<file path="config.mk">
export PLATFORM = sky130hd
export DESIGN_NAME = l2_refill_responder
export DESIGN_NICKNAME = d
export VERILOG_FILES = /design/src/rtl/l2_refill_responder.sv
export SDC_FILE = /design/constraint.sdc
export NUM_CORES = 1
export LEC_CHECK = 0
export ABC_AREA = 1
export CAP_MARGIN = 20
export CORE_AREA = 8 8 275 277
export DETAILED_ROUTE_END_ITERATION = 8
export DIE_AREA = 0 0 283 285
export DONT_BUFFER_PORTS = 1
export SYNTH_ARGS = -nofsm -noshare
export SYNTH_HDL_FRONTEND = slang
export SYNTH_SLANG_ARGS = --single-unit
</file>
<file path="constraint.sdc">
create_clock -name clk -period 2.3 [get_ports clk]
set_clock_uncertainty 0.2 [all_clocks]
set_input_delay 0.345 -clock clk [delete_from_list [all_inputs] [get_ports clk]]
set_output_delay 0.345 -clock clk [all_outputs]
set_load 0.1 [all_outputs]
</file>
<file path="src/rtl/l2_refill_responder.sv">
// L2-to-L1 instruction refill responder: accepts one I-cache miss, fetches the
// 512-bit line as four 128-bit beats, then strobes it into the L1 with a victim way.
module l2_refill_responder #(
  parameter int NBEATS = 4
) (
  input  logic         clk,
  input  logic         nrst,
  input  logic         miss_req,
  input  logic [31:0]  miss_addr,
  output logic         miss_ready,
  output logic         mem_req,
  output logic [31:0]  mem_addr,
  input  logic         mem_ack,
  input  logic         mem_rvalid,
  input  logic [127:0] mem_rdata,
  output logic [511:0] read_data_L2_L1,
  output logic         refill,
  output logic [1:0]   index_C_L1,
  output logic         way,
  output logic [1:0]   state_dbg_o
);

  // Handshakes: a miss is taken on any rising edge where miss_req=1 and
  // miss_ready=1; mem_req stays high until the edge that samples mem_ack=1;
  // each edge with mem_rvalid=1 in FILL consumes exactly one beat.

  typedef enum logic [1:0] {
    IDLE = 2'd0,
    REQ  = 2'd1,
    FILL = 2'd2,
    RESP = 2'd3
  } state_t;

  localparam logic [1:0] LAST_BEAT = 2'(NBEATS - 1);

  state_t       state_q;
  logic [1:0]   cnt_q;
  logic [511:0] line_q;
  logic [3:0]   victim_q;
  logic         miss_ready_q;
  logic         mem_req_q;
  logic [31:0]  mem_addr_q;
  logic         refill_q;
  logic [511:0] rdata_q;
  logic [1:0]   index_q;
  logic         way_q;

  always_ff @(posedge clk or negedge nrst) begin
    if (!nrst) begin
      state_q      <= IDLE;
      cnt_q        <= 2'd0;
      line_q       <= '0;
      victim_q     <= 4'd0;
      miss_ready_q <= 1'b1;
      mem_req_q    <= 1'b0;
      mem_addr_q   <= 32'd0;
      refill_q     <= 1'b0;
      rdata_q      <= '0;
      index_q      <= 2'd0;
      way_q        <= 1'b0;
    end else begin
      case (state_q)
        IDLE: begin
          if (miss_req) begin
            mem_addr_q   <= {miss_addr[31:6], 6'b0};
            mem_req_q    <= 1'b1;
            miss_ready_q <= 1'b0;
            state_q      <= REQ;
          end
        end
        REQ: begin
          // A beat arriving with the ack is deliberately dropped.
          if (mem_ack) begin
            mem_req_q <= 1'b0;
            cnt_q     <= 2'd0;
            state_q   <= FILL;
          end
        end
        FILL: begin
          if (mem_rvalid) begin
            line_q[{cnt_q, 7'd0} +: 128] <= mem_rdata;
            cnt_q                        <= cnt_q + 2'd1;
            if (cnt_q == LAST_BEAT) begin
              // Final beat goes straight to the output so refill can fire next cycle.
              rdata_q  <= {mem_rdata, line_q[383:0]};
              index_q  <= mem_addr_q[7:6];
              way_q    <= victim_q[mem_addr_q[7:6]];
              refill_q <= 1'b1;
              state_q  <= RESP;
            end
          end
        end
        RESP: begin
          refill_q          <= 1'b0;
          victim_q[index_q] <= ~victim_q[index_q];
          miss_ready_q      <= 1'b1;
          state_q           <= IDLE;
        end
        default: state_q <= IDLE;
      endcase
    end
  end

  assign miss_ready      = miss_ready_q;
  assign mem_req         = mem_req_q;
  assign mem_addr        = mem_addr_q;
  assign refill          = refill_q;
  assign read_data_L2_L1 = rdata_q;
  assign index_C_L1      = index_q;
  assign way             = way_q;
  assign state_dbg_o     = state_q;

endmodule

</file>
Word level (Yosys, flattened, before mapping)
Cells that the tools add are included.

Bits in read-only memories: 0. Bits in writable memories: 0. Memories kept: 0. Flip-flop bits (word level): 1064. Bits in latches: 0.

$mul: 0. Order comparisons: 3. Reduce and logical (&&, ||, !) cells: 14. Eq/ne operators: 8. Multiplexer cells: 24. Shift-type cells: 2. Divide/modulo/power cells: 0. Bitwise logic cells: 1. Add/subtract/negate cells: 2.

Operator list (number): 512-bit bitwise mux (1); 128-bit by 11-bit variable shift with 512-bit output (first input constant) (1); 128-bit by 11-bit variable part select with 512-bit output (1); 2-bit two-way mux (6); 3-bit AND reduction (4); 9-bit negation with 11-bit output (1); 1-bit two-way mux (8); 2-bit inequality test (second input constant) (4); 2-bit case mux with 4 select lines (1); 2-bit nonzero test (4); 2-bit == test (second input constant) (3); 2-bit by 3-bit < comparator with 1-bit output (second input constant) (2); 1-bit case mux with 2 select lines (3); 2-bit AND reduction (3); 1-bit binary-select mux with 2-bit select (2); 4-bit bitwise mux (1); 2-bit case mux with 2 select lines (1); 4-bit AND reduction (1); 2-bit by 1-bit adder with 2-bit output (second input constant) (1); 1-bit demux with 2-bit select (1); 2-bit by 1-bit == test with 1-bit output (second input constant) (1); 2-bit by 1-bit >= comparator with 1-bit output (second input constant) (1); 2-bit zero test (1); 1-bit logical AND (1); 1-bit inverter (1).

Depth between registers and ports, before layout
Gate-level depths: netlist (run 1).

Word-level depth: 5. Depth in mapped cells: 10. Mapped depth without buffers: 8.

Worst setup path before layout (run 1)
No wires, ideal clock.

Path type: flip-flop to flip-flop. From: register state_q[0], in the netlist state_dbg_o[0]. To: register rdata_q[393], in the netlist read_data_L2_L1[393]. Setup time: 83 ps. Setup slack: -295 ps. Data arrival time: 2312 ps. Cell stages (with the launch flop): 10. Cell sequence: dfrtp_1 > inv_1 > ha_1 > inv_2 > nor2_4 > inv_2 > clkbuf_1 > clkbuf_1 > nand2_1 > o21ai_0.

Word-level cells in the longest chain between the ends: 2.

RTL lines: start: declaration (line 36) `state_t state_q;`; start signal: assignment (line 50) `state_q <= IDLE;`; start signal: assignment (line 68) `state_q <= REQ;`; start signal: assignment (line 76) `state_q <= FILL;`; 2-bit == test (line 62) `case (state_q)`; 3-bit AND reduction (no line); end signal: assignment (line 85) `rdata_q <= {mem_rdata, line_q[383:0]};`; end: declaration (line 44) `logic [511:0] rdata_q;`.

No other way between the ends. A chain may end at the register's enable or synchronous reset.

Final worst setup path (run 1)
From: register cnt_q[0]. To: register line_q[89].

Word-level cells in the longest chain between the ends: 3.

RTL lines: start: declaration (line 37) `logic [1:0] cnt_q;`; start signal: assignment (line 82) `cnt_q <= cnt_q + 2'd1;`; 9-bit negation with 11-bit output * (line 81) `line_q[{cnt_q, 7'd0} +: 128] <= mem_rdata;`; 128-bit by 11-bit variable part select with 512-bit output or 128-bit by 11-bit variable shift with 512-bit output (tied branches) (line 81); 512-bit bitwise mux * (line 81); end signal: indexed assignment (line 81); end: declaration (line 38) `logic [511:0] line_q;`.

Every way passes the cells marked *; elsewhere a longest branch is shown, timed or not.

==> out/qor.txt, run 1 <==
Placed Area = 40700 sq um
Worst Hold Class = in2async
Status = finished, violations left
Root buf cell = clkbuf_16
Yosys reg bits = 936
FF-to-FF Start = cnt_q[0]
Number of I/O port buffers = 0
Worst R2R Setup Slack = 0.11 ns
Share of the synthesized area in the top cell type = 0.660
Initial core utilization = 0.499
Synth area leaders = dfrtp_1 (66%), nand2_1 (13%), o21ai_0 (9.2%)
Hold buffer count at cts = 158
CP arrival = 2.54 ns
Die span in x = 283 um
CP Class = reg2reg
GRT met3 Usage = 0.0797
WL/cell = 20.2 um
Post-Syn Area = 35400 sq um
Drt drc = 0
Vias/cell = 5.10
CP startpoint = cnt_q[0]
Clk_lat worst skew = 0.64 ns
Max-cap check violation count = 0
Synth warn = 0
Clock transition at the registers of the reported paths = 0.06 ns
GRT overflow = 0
Reg2Reg Capture Point = line_q[89]
Maximum root-to-sink buffer count = 3
Crit path required time = 2.65 ns
FF-to-FF path depth = 9
Layout Nets = 4549
Global-route wire length before repair = 166 mm
Hold Slack = -0.798 ns
Worst Path Max Fanout = 37
Pin count of the biggest net entering global routing = 937
Worst relative slew slack = 0.146
Final Wtd Congestion = 0.834
Final instance area = 45900 sq um
DP Wirelength = 70.9 mm
H-tree Lvls = 3
DRT Pass-1 Iters = 5
# setup viols final = 0
GRT met1 Usage = 0.330
Vias in the first global route = 26900
Initial antenna violation count = 5
F_max = 457 MHz
Startpoint types = register
Non-Filler Instances = 5403
Failing checks = hold timing
Post-synth cell types = 23
Post-synth top area cell = dfrtp_1
CTS buffer count = 96
Final Hold Fails = 541
CP Capture Type = register
Mean post-synth cell area = 9.49 sq um
Commonest non-fill, non-tap cell in the layout = nand2_1
Via count = 27600
Placed Instances = 5059
Post-Synthesis Cells = 3734
Critical path destination = line_q[89]
Core area = 71000 sq um
Share of cells above drive strength 1 = 0.178
Most frequent cells in the layout = nand2_1 (1202), dfrtp_1 (932), o21ai_0 (653)
Gr busiest metal = met2
Setup_tns = 0 ns
Seq/Total Area, Yosys = 0.661
# IOs = 717
Layout area overhead = 29.4%
Tmin final = 2.19 ns
Iter 0 DRT Violations = 2296
Total Routing Usage GR = 0.261
Post-route ant nets = 0
GRT met2 Usage = 0.422
Die extent in y = 285 um
CTS tree = yes
Util after Layout = 0.646
Slew @ Worst Pin = 1.28 ns
Die area = 80700 sq um
# clock sinks = 936
WL final = 109 mm
Rows = 98
Count of pins over their slew limit = 0
Final period util = 0.952
## how the worst min path moves through the flow
stage,cells after the start,from,slack [ns],to
3_3_place_gp,0,nrst,-0.13,mem_addr[21]
6_report,0,nrst,-0.80,read_data_L2_L1[502]
2_1_floorplan,0,nrst,-0.15,cnt_q[0]
5_1_grt,0,nrst,-0.84,mem_addr[24]
4_1_cts,0,nrst,-0.83,mem_addr[21]
3_5_place_dp,0,nrst,-0.13,mem_addr[21]
## critical path: stages, from the launching register on
cell	delay, ns
dfrtp_2	0.44
inv_1	0.18
ha_1	0.30
inv_1	0.06
nand2_1	0.08
nor2_4	0.14
buf_12	0.12
buf_6	0.35
nand3_1	0.11
o21ai_0	0.11
## metrics by stage
step	hold slack (ns)	setup WS, ns
after detailed placement	-0.129	0.135
final	-0.798	0.111
after global placement	-0.129	0.186
after floorplan	-0.151	0.0240
after global routing	-0.838	-0.00471
after CTS	-0.832	0.0696
## cell usage after synthesis
| master | count |
|---|---|
| nand3_1 | 261 |
| buf_6 | 1 |
| a21oi_1 | 1 |
| buf_4 | 9 |
| conb_1 | 1 |
| or2_2 | 1 |
| clkinv_1 | 1 |
| inv_2 | 3 |
| ha_1 | 9 |
| nor3_1 | 4 |
| clkbuf_1 | 118 |
| nor2_4 | 1 |
| buf_2 | 100 |
| buf_1 | 13 |
| a22o_1 | 1 |
| dfstp_2 | 1 |
| dfrtp_1 | 935 |
| o31ai_1 | 3 |
| inv_1 | 347 |
| o21ai_1 | 60 |
| o21ai_0 | 654 |
| nand2_1 | 1203 |
| nor2_1 | 7 |
## layer usage
| layer | vias up | part of all wire |
|---|---|---|
| li1 | 13100 | - |
| met1 | 13500 | 0.40 |
| met2 | 879 | 0.48 |
| met3 | 168 | 0.083 |
| met4 | 4 | 0.037 |
| met5 | - | 0.00025 |
## sequential cells by signal (all words and copies together), names as in the netlist, 2 cells and up
signal           cells
mem_addr            26
cnt_q                2
read_data_L2_L1    512
state_dbg_o          2
victim_q             4
line_q             384
index_C_L1           2
## repair_timing
| action | 4_1_cts | 5_1_grt |
|---|---|---|
| setup endpoints to repair | 0 | 51 |
| gates resized for setup | 0 | 6 |
| hold endpoints to repair | 1481 | 541 |
| buffers inserted | 0 | 3 |
## area by class of cell
cell class                 count  area (sq um)
inverter                     351          1330
timing repair buffer         779          6850
antenna                        3          7.51
clock buffer                 133          2730
sequential                   936         23400
multi-input combinational   2211          9670
clock inverter                40           652
tap                          950          1190
fill                        5722         25100
## cells by family after synthesis
kind of cell,Yosys count,share of synthesized area
and+or+nand+nor,1477,0.166
DFF,936,0.661
AOI/OAI and AO/OA,719,0.102
buffers and inverters,592,0.0674
adders and majority gates,9,0.00318
other,1,0.000106
Power of run 1 is left out: the tool's default activity adds up to more than one toggle a clock period on the data nets, which glitch-free logic cannot reach.
==> inputs of run 2 (changes only) <==
==> constraint.sdc (replaced) <==
create_clock -name clk -period 2.7 [get_ports clk]
set_clock_uncertainty 0.2 [all_clocks]
set_input_delay 0.405 -clock clk [delete_from_list [all_inputs] [get_ports clk]]
set_output_delay 0.405 -clock clk [all_outputs]
set_load 0.1 [all_outputs]
==> out/qor.txt, run 2 (synthesized netlist as in run 1, its figures left out) <==
Most frequent CP cell = nand2_1
Final Wtd Congestion = 0.804
Met1 wire length = 42.2 mm
WL final = 105 mm
Top delay family on crit path = buffers and inverters
Max Used Layer = met5
Worst Path Max Fanout = 28
Root buf cell = clkbuf_16
Commonest non-fill, non-tap cell in the layout = nand2_1
Routed wl met3 = 8.83 mm
CTS tree = yes
Post-route ant nets = 0
Status = finished, violations left
Initial antenna violation count = 6
Drt drc = 0
Maximum root-to-sink buffer count = 3
Layout Nets = 4305
Die area = 80700 sq um
Final period util = 0.961
CP Capture Type = register
Worst relative slew slack = -0.706
Pin count of the biggest net entering global routing = 937
Via count = 26300
Max reg flops = 512
Critical-path top delay cell = dlygate4sd3_1
Max-cap check violation count = 0
Iter 0 DRT Violations = 1990
Total Routing Usage GR = 0.253
Die extent in y = 285 um
Rows = 98
Count of pins over their slew limit = 758
F_max = 385 MHz
Crit path required time = 3.01 ns
Crit path cell chain = buf_12 -> inv_1 -> ha_1 -> nand2_1 -> buf_6 -> clkinv_1 -> buf_4 -> nand2_1 -> nand2_1 -> dlygate4sd3_1
Vias/cell = 5.10
FF-to-FF path depth = 10
Startpoint types = register
CP Class = reg2reg
Initial core utilization = 0.499
Hold buffer count at cts = 180
Worst path bufs/invs = 6
Max incr delay on CP = 0.56 ns
WL/cell = 20.3 um
Layout area overhead = 23.0%
Worst Hold Class = in2async
CTS buffer count = 95
# setup viols final = 0
Final Hold Fails = 935
# clock sinks = 936
Global-route wire length before repair = 161 mm
Hold Slack = -0.727 ns
Final instance area = 43600 sq um
Tmin final = 2.60 ns
Placed Area = 38700 sq um
Core area = 71000 sq um
Placed Instances = 4804
Instance count on the critical path = 10
Vias in the first global route = 25800
Clk_lat worst skew = 0.64 ns
Number of I/O port buffers = 0
Non-Filler Instances = 5158
DRT Pass-1 Iters = 5
Share of cells above drive strength 1 = 0.123
WL met2 = 49.1 mm
CP arrival = 2.91 ns
Failing checks = hold timing, slew limit
Slew @ Worst Pin = 2.56 ns
H-tree Lvls = 3
GRT overflow = 0
Clock transition at the registers of the reported paths = 0.06 ns
# IOs = 717
Die span in x = 283 um
Most frequent cells in the layout = nand2_1 (1202), dfrtp_1 (935), o21ai_0 (654)
DP Wirelength = 67.2 mm
[run 2: changes by cell type in the layout (fill, tap and decap cells not counted), moves of 4 or more]
cell,delta
buf_4,-251
dlygate4sd3_1,+22
bufinv_16,-13
clkbuf_8,+8
buf_12,-6
buf_16,-4
clkbuf_16,-4
[run 2: through the flow]
step | setup WS [ns] | setup TNS [ns] | hold slack, ns | util
finish | 0.104 | 0 | -0.727 | 0.614
global route | -0.00415 | -0.00415 | -0.761 | 0.614
CTS | 0.0148 | 0 | -0.769 | 0.613
detailed placement | 0.402 | 0 | -0.0727 | 0.545
global placement | 0.445 | 0 | -0.0696 | 0.545
floorplan | 0.105 | 0 | -0.0906 | -
[run 2: cell type report]
cell class	instances	area (sq um)
Timing Repair Buffer	536	4880
Multi-Input combinational cell	2211	9670
Inverter	351	1330
Tap cell	950	1190
Antenna cell	5	12.5
Clock buffer	142	2800
Fill cell	5870	27400
Sequential cell	936	23400
Clock inverter	27	260
[run 2: routing by layer]
metal | up-vias | global-route usage
met3 | 185 | 0.0812
met4 | 2 | 0.110
met2 | 775 | 0.404
li1 | 12600 | -
met5 | - | 0
met1 | 12800 | 0.318
[run 2: timing repair]
action | CTS | global route
endpoints found under the setup margin | 0 | 22
hold endpoints to repair | 1481 | 936
gates resized for setup | 0 | 4
setup buffers | 0 | 0
[run 2: final timing paths]
kind	slack, ns	from	to
setup / recovery	0.10	state_dbg_o[1]	mem_addr[28]
hold / removal	-0.73	nrst	read_data_L2_L1[120]
setup reg to reg	0.10	state_dbg_o[1]	mem_addr[28]
hold reg to reg	0.26	line_q[196]	read_data_L2_L1[196]
max in group asynchronous	1.00	nrst	read_data_L2_L1[192]
min in group clk	0.26	line_q[196]	read_data_L2_L1[196]
Power of run 2 is left out for the same reason.
